[config.mk]
export PLATFORM = sky130hd
export DESIGN_NAME = mem_rd_resp_router_flat
export DESIGN_NICKNAME = d
export VERILOG_FILES = /design/src/rtl/mem_rd_resp_router_pkg.sv /design/src/rtl/mem_rd_resp_router_if.sv /design/src/rtl/mem_rd_resp_router_rd_tag_pipe.sv /design/src/rtl/mem_rd_resp_router.sv /design/src/flat_wrapper.sv
export SDC_FILE = /design/constraint.sdc
export NUM_CORES = 1
export LEC_CHECK = 0
export ABC_AREA = 1
export CAP_MARGIN = 20
export CORE_MARGIN = 8
export CORE_UTILIZATION = 44
export CTS_CLUSTER_SIZE = 40
export DETAILED_ROUTE_END_ITERATION = 8
export PLACE_DENSITY = 0.87
export SKIP_CTS_REPAIR_TIMING = 1
export SYNTH_ARGS = -nofsm -noshare
export SYNTH_HDL_FRONTEND = slang
export SYNTH_SLANG_ARGS = --single-unit
[constraint.sdc]
create_clock -name clk -period 2.9 [get_ports clk]
set_input_delay 0.435 -clock clk [delete_from_list [all_inputs] [get_ports clk]]
set_output_delay 0.435 -clock clk [all_outputs]
set_load 0.005 [all_outputs]
[src/rtl/mem_rd_resp_router_pkg.sv]
// Layer code constants and helpers shared by the read-response router and its bench.
// Latency: n/a (package only).
// Backpressure: n/a.
package mem_rd_resp_router_pkg;

    localparam int NUM_LAYERS = 8;

    localparam logic [3:0] IDLE  = 4'd0;
    localparam logic [3:0] CONV1 = 4'd1;
    localparam logic [3:0] MP1   = 4'd2;
    localparam logic [3:0] CONV2 = 4'd3;
    localparam logic [3:0] CONV3 = 4'd4;
    localparam logic [3:0] MP2   = 4'd5;
    localparam logic [3:0] FC1   = 4'd6;
    localparam logic [3:0] FC2   = 4'd7;
    localparam logic [3:0] FC3   = 4'd8;
    localparam logic [3:0] TB    = 4'd15;

    // Layer code to one-hot: bit k-1 for layer k (1..8), top bit for the tb code.
    function automatic logic [NUM_LAYERS:0] code_to_onehot(input logic [3:0] code);
        logic [NUM_LAYERS:0] oh;
        oh = '0;
        if (code == TB) begin
            oh[NUM_LAYERS] = 1'b1;
        end else if (code >= CONV1 && code <= FC3) begin
            oh[code - 4'd1] = 1'b1;
        end
        return oh;
    endfunction

    // Inverse mapping: the layer code that owns one-hot bit k.
    function automatic logic [3:0] bit_code(input int k);
        return (k == NUM_LAYERS) ? TB : 4'(k + 1);
    endfunction

endpackage

[src/rtl/mem_rd_resp_router_if.sv]
// Bundle of memory-side enables/data and layer-side return strobes for the router.
// Latency: n/a (wiring only).
// Backpressure: none; the memories and layers never stall the return path.
interface mem_rd_resp_router_if
    import mem_rd_resp_router_pkg::*;
#(
    parameter int RAM_DW  = 8,
    parameter int ROMW_DW = 8,
    parameter int ROMO_DW = 16
);
    logic [3:0]              layer_id;
    logic                    ram_en_r;
    logic [RAM_DW-1:0]       ram_rdata;
    logic                    rom_en_rw;
    logic [ROMW_DW-1:0]      rom_rw_rdata;
    logic                    rom_en_row;
    logic [ROMO_DW-1:0]      rom_row_rdata;
    logic                    err_clr;

    logic [RAM_DW-1:0]       ram_rd_data;
    logic [NUM_LAYERS:0]     ram_rd_vld;
    logic [ROMW_DW-1:0]      rom_rw_data;
    logic [NUM_LAYERS-1:0]   rom_rw_vld;
    logic [ROMO_DW-1:0]      rom_row_data;
    logic [NUM_LAYERS-1:0]   rom_row_vld;
    logic [3:0]              inflight;
    logic                    drained;
    logic                    err_tag;

    modport master (
        output layer_id, ram_en_r, ram_rdata, rom_en_rw, rom_rw_rdata,
               rom_en_row, rom_row_rdata, err_clr,
        input  ram_rd_data, ram_rd_vld, rom_rw_data, rom_rw_vld,
               rom_row_data, rom_row_vld, inflight, drained, err_tag
    );

    modport slave (
        input  layer_id, ram_en_r, ram_rdata, rom_en_rw, rom_rw_rdata,
               rom_en_row, rom_row_rdata, err_clr,
        output ram_rd_data, ram_rd_vld, rom_rw_data, rom_rw_vld,
               rom_row_data, rom_row_vld, inflight, drained, err_tag
    );

endinterface

[src/rtl/mem_rd_resp_router_rd_tag_pipe.sv]
// One channel: tags each read with its issue-time layer code and strobes that layer on return.
// Latency: RD_LAT+1 cycles from sampled enable to registered data/vld.
// Backpressure: none; accepts one read per cycle, returns one per cycle.
module mem_rd_resp_router_rd_tag_pipe
    import mem_rd_resp_router_pkg::*;
#(
    parameter int RD_LAT = 2,
    parameter int DW     = 8,
    parameter bit TB_OK  = 1'b1,
    parameter int VW     = TB_OK ? NUM_LAYERS + 1 : NUM_LAYERS
)(
    input  logic          clk,
    input  logic          rst_n,
    input  logic          en,
    input  logic [3:0]    code,
    input  logic [DW-1:0] rdata,
    output logic [DW-1:0] rd_data,
    output logic [VW-1:0] rd_vld,
    output logic          issue,
    output logic          retire,
    output logic          illegal
);

    localparam logic [NUM_LAYERS:0] LEGAL_MASK = TB_OK ? 9'h1FF : 9'h0FF;

    logic              legal;
    logic              vld_p  [RD_LAT];
    logic [3:0]        code_p [RD_LAT];
    logic [VW-1:0]     vld_d;

    assign legal   = |(code_to_onehot(code) & LEGAL_MASK);
    assign issue   = en & legal;
    assign illegal = en & ~legal;
    assign retire  = vld_p[RD_LAT-1];

    // Tag pipe: stage 0 captures the issue, later stages follow the memory latency.
    always_ff @(posedge clk or negedge rst_n) begin
        if (!rst_n) begin
            for (int i = 0; i < RD_LAT; i++) begin
                vld_p[i]  <= 1'b0;
                code_p[i] <= IDLE;
            end
        end else begin
            vld_p[0]  <= issue;
            code_p[0] <= code;
            for (int i = 1; i < RD_LAT; i++) begin
                vld_p[i]  <= vld_p[i-1];
                code_p[i] <= code_p[i-1];
            end
        end
    end

    // Decode the last-stage tag into the owning layer's strobe bit.
    always_comb begin
        vld_d = '0;
        for (int k = 0; k < VW; k++) begin
            vld_d[k] = vld_p[RD_LAT-1] && (code_p[RD_LAT-1] == bit_code(k));
        end
    end

    // Output stage: one-cycle strobe, data held between returns.
    always_ff @(posedge clk or negedge rst_n) begin
        if (!rst_n) begin
            rd_vld  <= '0;
            rd_data <= '0;
        end else begin
            rd_vld <= vld_d;
            if (vld_p[RD_LAT-1]) begin
                rd_data <= rdata;
            end
        end
    end

endmodule

[src/rtl/mem_rd_resp_router.sv]
// Routes RAM/ROM read returns to the issuing layer and reports outstanding reads.
// Latency: RD_LAT+1 cycles per read; channels independent, one read per cycle each.
// Backpressure: none; drained tells the sequencer when a layer switch is safe.
module mem_rd_resp_router
    import mem_rd_resp_router_pkg::*;
#(
    parameter int RD_LAT  = 2,
    parameter int RAM_DW  = 8,
    parameter int ROMW_DW = 8,
    parameter int ROMO_DW = 16
)(
    input  logic                 clk,
    input  logic                 rst_n,
    mem_rd_resp_router_if.slave  bus
);

    logic       ram_issue, ram_retire, ram_illegal;
    logic       rw_issue,  rw_retire,  rw_illegal;
    logic       row_issue, row_retire, row_illegal;
    logic [3:0] inc, dec;
    logic [3:0] inflight_q;
    logic       err_q;

    mem_rd_resp_router_rd_tag_pipe #(.RD_LAT(RD_LAT), .DW(RAM_DW), .TB_OK(1'b1)) u_ram (
        .clk(clk), .rst_n(rst_n),
        .en(bus.ram_en_r), .code(bus.layer_id), .rdata(bus.ram_rdata),
        .rd_data(bus.ram_rd_data), .rd_vld(bus.ram_rd_vld),
        .issue(ram_issue), .retire(ram_retire), .illegal(ram_illegal)
    );

    mem_rd_resp_router_rd_tag_pipe #(.RD_LAT(RD_LAT), .DW(ROMW_DW), .TB_OK(1'b0)) u_rom_rw (
        .clk(clk), .rst_n(rst_n),
        .en(bus.rom_en_rw), .code(bus.layer_id), .rdata(bus.rom_rw_rdata),
        .rd_data(bus.rom_rw_data), .rd_vld(bus.rom_rw_vld),
        .issue(rw_issue), .retire(rw_retire), .illegal(rw_illegal)
    );

    mem_rd_resp_router_rd_tag_pipe #(.RD_LAT(RD_LAT), .DW(ROMO_DW), .TB_OK(1'b0)) u_rom_row (
        .clk(clk), .rst_n(rst_n),
        .en(bus.rom_en_row), .code(bus.layer_id), .rdata(bus.rom_row_rdata),
        .rd_data(bus.rom_row_data), .rd_vld(bus.rom_row_vld),
        .issue(row_issue), .retire(row_retire), .illegal(row_illegal)
    );

    // Per-cycle issue and retire counts across the three channels.
    always_comb begin
        inc = {3'b000, ram_issue}  + {3'b000, rw_issue}  + {3'b000, row_issue};
        dec = {3'b000, ram_retire} + {3'b000, rw_retire} + {3'b000, row_retire};
    end

    // Outstanding-read counter; issue and retire in the same cycle cancel.
    always_ff @(posedge clk or negedge rst_n) begin
        if (!rst_n) begin
            inflight_q <= 4'd0;
        end else begin
            inflight_q <= inflight_q + inc - dec;
        end
    end

    // Sticky illegal-code flag; a new error wins over a same-cycle clear.
    always_ff @(posedge clk or negedge rst_n) begin
        if (!rst_n) begin
            err_q <= 1'b0;
        end else if (ram_illegal | rw_illegal | row_illegal) begin
            err_q <= 1'b1;
        end else if (bus.err_clr) begin
            err_q <= 1'b0;
        end
    end

    assign bus.inflight = inflight_q;
    assign bus.err_tag  = err_q;
    assign bus.drained  = (inflight_q == 4'd0) & ~bus.ram_en_r & ~bus.rom_en_rw & ~bus.rom_en_row;

endmodule

[src/flat_wrapper.sv]
// flat-port wrapper written by rule: the top's interface ports become plain ports
module mem_rd_resp_router_flat import mem_rd_resp_router_pkg::*;
#(
    parameter int RD_LAT  = 2,
    parameter int RAM_DW  = 8,
    parameter int ROMW_DW = 8,
    parameter int ROMO_DW = 16
)
  (clk, rst_n, bus_layer_id, bus_ram_en_r, bus_ram_rdata, bus_rom_en_rw, bus_rom_rw_rdata, bus_rom_en_row, bus_rom_row_rdata, bus_err_clr, bus_ram_rd_data, bus_ram_rd_vld, bus_rom_rw_data, bus_rom_rw_vld, bus_rom_row_data, bus_rom_row_vld, bus_inflight, bus_drained, bus_err_tag);
  mem_rd_resp_router_if #(.RAM_DW(RAM_DW), .ROMW_DW(ROMW_DW), .ROMO_DW(ROMO_DW)) bus_i ();
  input  logic clk;
  input  logic rst_n;
  input wire logic [$bits(bus_i.layer_id)-1:0] bus_layer_id;
  input wire logic [$bits(bus_i.ram_en_r)-1:0] bus_ram_en_r;
  input wire logic [$bits(bus_i.ram_rdata)-1:0] bus_ram_rdata;
  input wire logic [$bits(bus_i.rom_en_rw)-1:0] bus_rom_en_rw;
  input wire logic [$bits(bus_i.rom_rw_rdata)-1:0] bus_rom_rw_rdata;
  input wire logic [$bits(bus_i.rom_en_row)-1:0] bus_rom_en_row;
  input wire logic [$bits(bus_i.rom_row_rdata)-1:0] bus_rom_row_rdata;
  input wire logic [$bits(bus_i.err_clr)-1:0] bus_err_clr;
  output wire logic [$bits(bus_i.ram_rd_data)-1:0] bus_ram_rd_data;
  output wire logic [$bits(bus_i.ram_rd_vld)-1:0] bus_ram_rd_vld;
  output wire logic [$bits(bus_i.rom_rw_data)-1:0] bus_rom_rw_data;
  output wire logic [$bits(bus_i.rom_rw_vld)-1:0] bus_rom_rw_vld;
  output wire logic [$bits(bus_i.rom_row_data)-1:0] bus_rom_row_data;
  output wire logic [$bits(bus_i.rom_row_vld)-1:0] bus_rom_row_vld;
  output wire logic [$bits(bus_i.inflight)-1:0] bus_inflight;
  output wire logic [$bits(bus_i.drained)-1:0] bus_drained;
  output wire logic [$bits(bus_i.err_tag)-1:0] bus_err_tag;
  assign bus_i.layer_id = bus_layer_id;
  assign bus_i.ram_en_r = bus_ram_en_r;
  assign bus_i.ram_rdata = bus_ram_rdata;
  assign bus_i.rom_en_rw = bus_rom_en_rw;
  assign bus_i.rom_rw_rdata = bus_rom_rw_rdata;
  assign bus_i.rom_en_row = bus_rom_en_row;
  assign bus_i.rom_row_rdata = bus_rom_row_rdata;
  assign bus_i.err_clr = bus_err_clr;
  assign bus_ram_rd_data = bus_i.ram_rd_data;
  assign bus_ram_rd_vld = bus_i.ram_rd_vld;
  assign bus_rom_rw_data = bus_i.rom_rw_data;
  assign bus_rom_rw_vld = bus_i.rom_rw_vld;
  assign bus_rom_row_data = bus_i.rom_row_data;
  assign bus_rom_row_vld = bus_i.rom_row_vld;
  assign bus_inflight = bus_i.inflight;
  assign bus_drained = bus_i.drained;
  assign bus_err_tag = bus_i.err_tag;
  mem_rd_resp_router #(.RD_LAT(RD_LAT), .RAM_DW(RAM_DW), .ROMW_DW(ROMW_DW), .ROMO_DW(ROMO_DW)) u_core (.clk(clk), .rst_n(rst_n), .bus(bus_i));
endmodule
==> out/qor.yml <==
worst_hold_path:
  hold_path_depth: 1
  hp-class: "input port to flop"
  min_from: "bus_layer_id[3]"
clocking:
  numClockSinks: 76
  numCtsBuffers: 9
  clock_latency_ns: 0.34
  clockRootBuffer: "clkbuf_8"
  cts.path.max_buffers: 2
  cts.clk_slew.worst_paths_ns: 0.07
  cts_tree: "built"
  htreeDepth: 3
cells_and_area:
  area_growth_pct: 49.2
  num-fill-cells: 486
  nets: 448
  post-route-util_pct: 67.6
  num_antenna_cells: 0
  layout-drive-gt1-share_pct: 14.5
  multi_input_area_sq_um: 853
  instances_no_fill: 477
  regArea_sq_mm: 0.00190
timing:
  setup_ws_ns: -0.0523
  max_clock_freq_mhz: 339
  slew_headroom_pct: 38.4
  min_period_ns: 2.95
  slew_violations: 0
  rsz0062_at_grt: "true"
  period_share_pct: 102
  setup_viol: 1
  tightest_slew_ns: 0.924
  whs_ns: 0.191
  hold_violations: 0
  skew_ns: 0.00805
worst_setup_path:
  cp.required_ns: 3.19
  r2r_setup_slack_ns: 0.08
  worstPathArrival_ns: 3.24
  cp_top_family: "adder cells"
  cp_common_cell: "inv_2"
  worstSetupStartpoint: "bus_layer_id[2]"
  critPathMaxFanout: 4
  timing.rr.start: "u_core.u_rom_rw.retire$_DFF_PN0_"
  path_class: "input port to flop"
  ff2ff_path_depth: 10
  slowest_delay_ns: 0.52
  cp_slowest_cell: "fa_1"
  path_cells: "buf_4, nor2_2, nand2_2, and2_4, nor2_4, ha_4, fa_1, inv_2, fa_1, inv_2, fa_2, inv_2, fa_2, inv_1"
  critical_path_buf_inv_count: 5
  critPathLaunchType: "input port"
  cp-end-kind: "flop"
  crit_cells: 14
flow_run:
  cap_violations: 0
yosys:
  synth_warnings: 0
  synth_seq_cells: 76
  ys_seq_area_share_pct: 66.1
  synth_top_cell_by_area: "dfrtp_1"
  synthCells: 276
  synth.net_count: 328
  synth_cell_type_count: 19
  synth_area_sq_mm: 0.00288
  yosysTopAreaCellShare_pct: 66.1
  avgSynthCellArea_sq_um: 10.4
  synth_area_leaders: "dfrtp_1 (66%), nand2_1 (14%), nor2_1 (3.7%)"
die:
  chipHeight_microns: 96.9
  ios: 105
  initial_core_util_pct: 45.3
  num_rows: 29
  die_x_microns: 96.9
  dieArea_sq_mm: 0.00938
  core_area_sq_mm: 0.00635
placement:
  io_buffer_count: 104
  dp_hpwl_microns: 4940
  dp_cells: 461
  routabilityCongestion: 0.750
status:
  status: "finished, violations left"
  violations: "setup timing"
routing:
  ant_nets: 0
  drtPass1Iterations: 4
  drtIter0Drc: 77
  vias_per_cell: 4.56
  wl_per_cell_microns: 14.0
  vias: 2174
  routed_wl_microns: 6670
  drc: 0
power:
  max-vdd-ir-drop_mv: 0.563
  p_leak_nw: 2.12
  power_density_mw_per_mm2: 648
  finalPower_w: 0.00278
grt:
  grt_pass1_vias: 2334
  grt_pass1_wl_microns: 11400
  track_usage_pct: 15.0
  grt_max_degree: 77
  grt-ovfl-total: 0
  antenna_found_initial: 0
## path summary, 6_finish.rpt
path	to
setup / recovery	u_core.bus.inflight[1]$_DFF_PN0_
hold / removal	u_core.u_ram.code_p[7]$_DFF_PN0_
setup reg to reg	u_core.bus.inflight[1]$_DFF_PN0_
hold reg to reg	u_core.u_ram.code_p[2]$_DFF_PN0_
max in group asynchronous	u_core.u_rom_row.rd_data[9]$_DFFE_PN0P_
min in group asynchronous	u_core.u_ram.rd_data[1]$_DFFE_PN0P_
## where the power goes
group,switching (W),leakage [nW],internal (W)
Sequential,0.0000685,0.968,0.00118
Clock,0.000357,0.105,0.000438
Combinational,0.000318,1.05,0.000416
## stage by stage
step | area [sq um] | setup TNS, ns | setup WS, ns
after floorplan | 2880 | -0.305 | -0.194
after global placement | 4040 | -2.30 | -0.727
after detailed placement | 4040 | -2.62 | -0.811
after CTS | 4240 | -1.17 | -0.444
after global routing | 4290 | -0.181 | -0.122
final | 4290 | -0.0523 | -0.0523
## routing by layer
layer	vias up	wire length, microns	track usage, %
met5	-	0	0
met4	0	146	7.46
met3	14	402	5.19
met2	67	3280	24.1
met1	1026	2850	17.4
li1	1067	-	-
## placed cells by master, fill, tap and decap left out
| cell type | netlist | routed |
|---|---|---|
| nand2_1 | 105 | 104 |
| clkdlybuf4s50_1 | 0 | 97 |
| dfrtp_1 | 76 | 76 |
| nor2_1 | 28 | 27 |
| buf_4 | 3 | 15 |
| inv_1 | 20 | 14 |
| inv_2 | 5 | 11 |
| clkbuf_8 | 0 | 11 |
| nand3_1 | 11 | 10 |
| ha_1 | 5 | 4 |
| nor2_4 | 1 | 3 |
| nand2_2 | 2 | 3 |
| fa_1 | 5 | 3 |
| nor2_2 | 3 | 2 |
| nand4_1 | 2 | 2 |
| fa_2 | 0 | 2 |
| clkinv_2 | 0 | 2 |
| dlymetal6s2s_1 | 0 | 2 |
| buf_6 | 4 | 2 |
| and2_4 | 1 | 1 |
| nand3_2 | 0 | 1 |
| a21oi_1 | 1 | 1 |
| xnor2_1 | 2 | 1 |
| xnor2_2 | 0 | 1 |
| nor3_1 | 1 | 1 |
| ha_4 | 0 | 1 |
| clkinv_4 | 0 | 1 |
| bufinv_16 | 0 | 1 |
| buf_8 | 0 | 1 |
## logic make-up (layout without fill, tap and decap cells)
kind of cell	after synthesis	after routing	share of synthesized area [%]
fa+ha+maj	10	10	5.65
xor+xnor	2	2	0.609
simple gates	154	154	21.7
buf+inv	33	157	5.78
compound gates	1	1	0.174
flops	76	76	66.1
## sequential cells by signal, indices dropped and copies added, names as in the netlist
signal,flops
u_core.u_ram.rd_data,8
u_core.u_rom_rw.rd_vld,8
u_core.u_ram.vld_p,1
u_core.u_rom_row.vld_p,1
u_core.u_rom_row.rd_data,16
u_core.u_ram.retire,1
u_core.bus.inflight,4
u_core.u_rom_row.retire,1
u_core.u_ram.rd_vld,9
u_core.u_rom_rw.vld_p,1
u_core.u_rom_rw.rd_data,8
u_core.u_rom_rw.retire,1
u_core.u_ram.code_p,8
u_core.u_rom_row.rd_vld,8
u_core.bus.err_tag,1
## synth_stat cells, drive strengths merged
| master | instances |
|---|---|
| nor2 | 32 |
| nor3 | 1 |
| a21oi | 1 |
| and2 | 1 |
| xnor2 | 2 |
| ha | 5 |
| buf | 8 |
| inv | 25 |
| nand4 | 2 |
| fa | 5 |
| dfrtp | 76 |
| nand3 | 11 |
| nand2 | 107 |
## cell type report
type,instances,area share [%]
flip-flops and latches,76,44.3
inverters,25,2.19
clock inverters,4,1.14
clock buffers,11,3.53
well taps,77,2.24
repair buffers,117,26.7
multi-input cells,167,19.9
(Power assumes the default switching activity.)
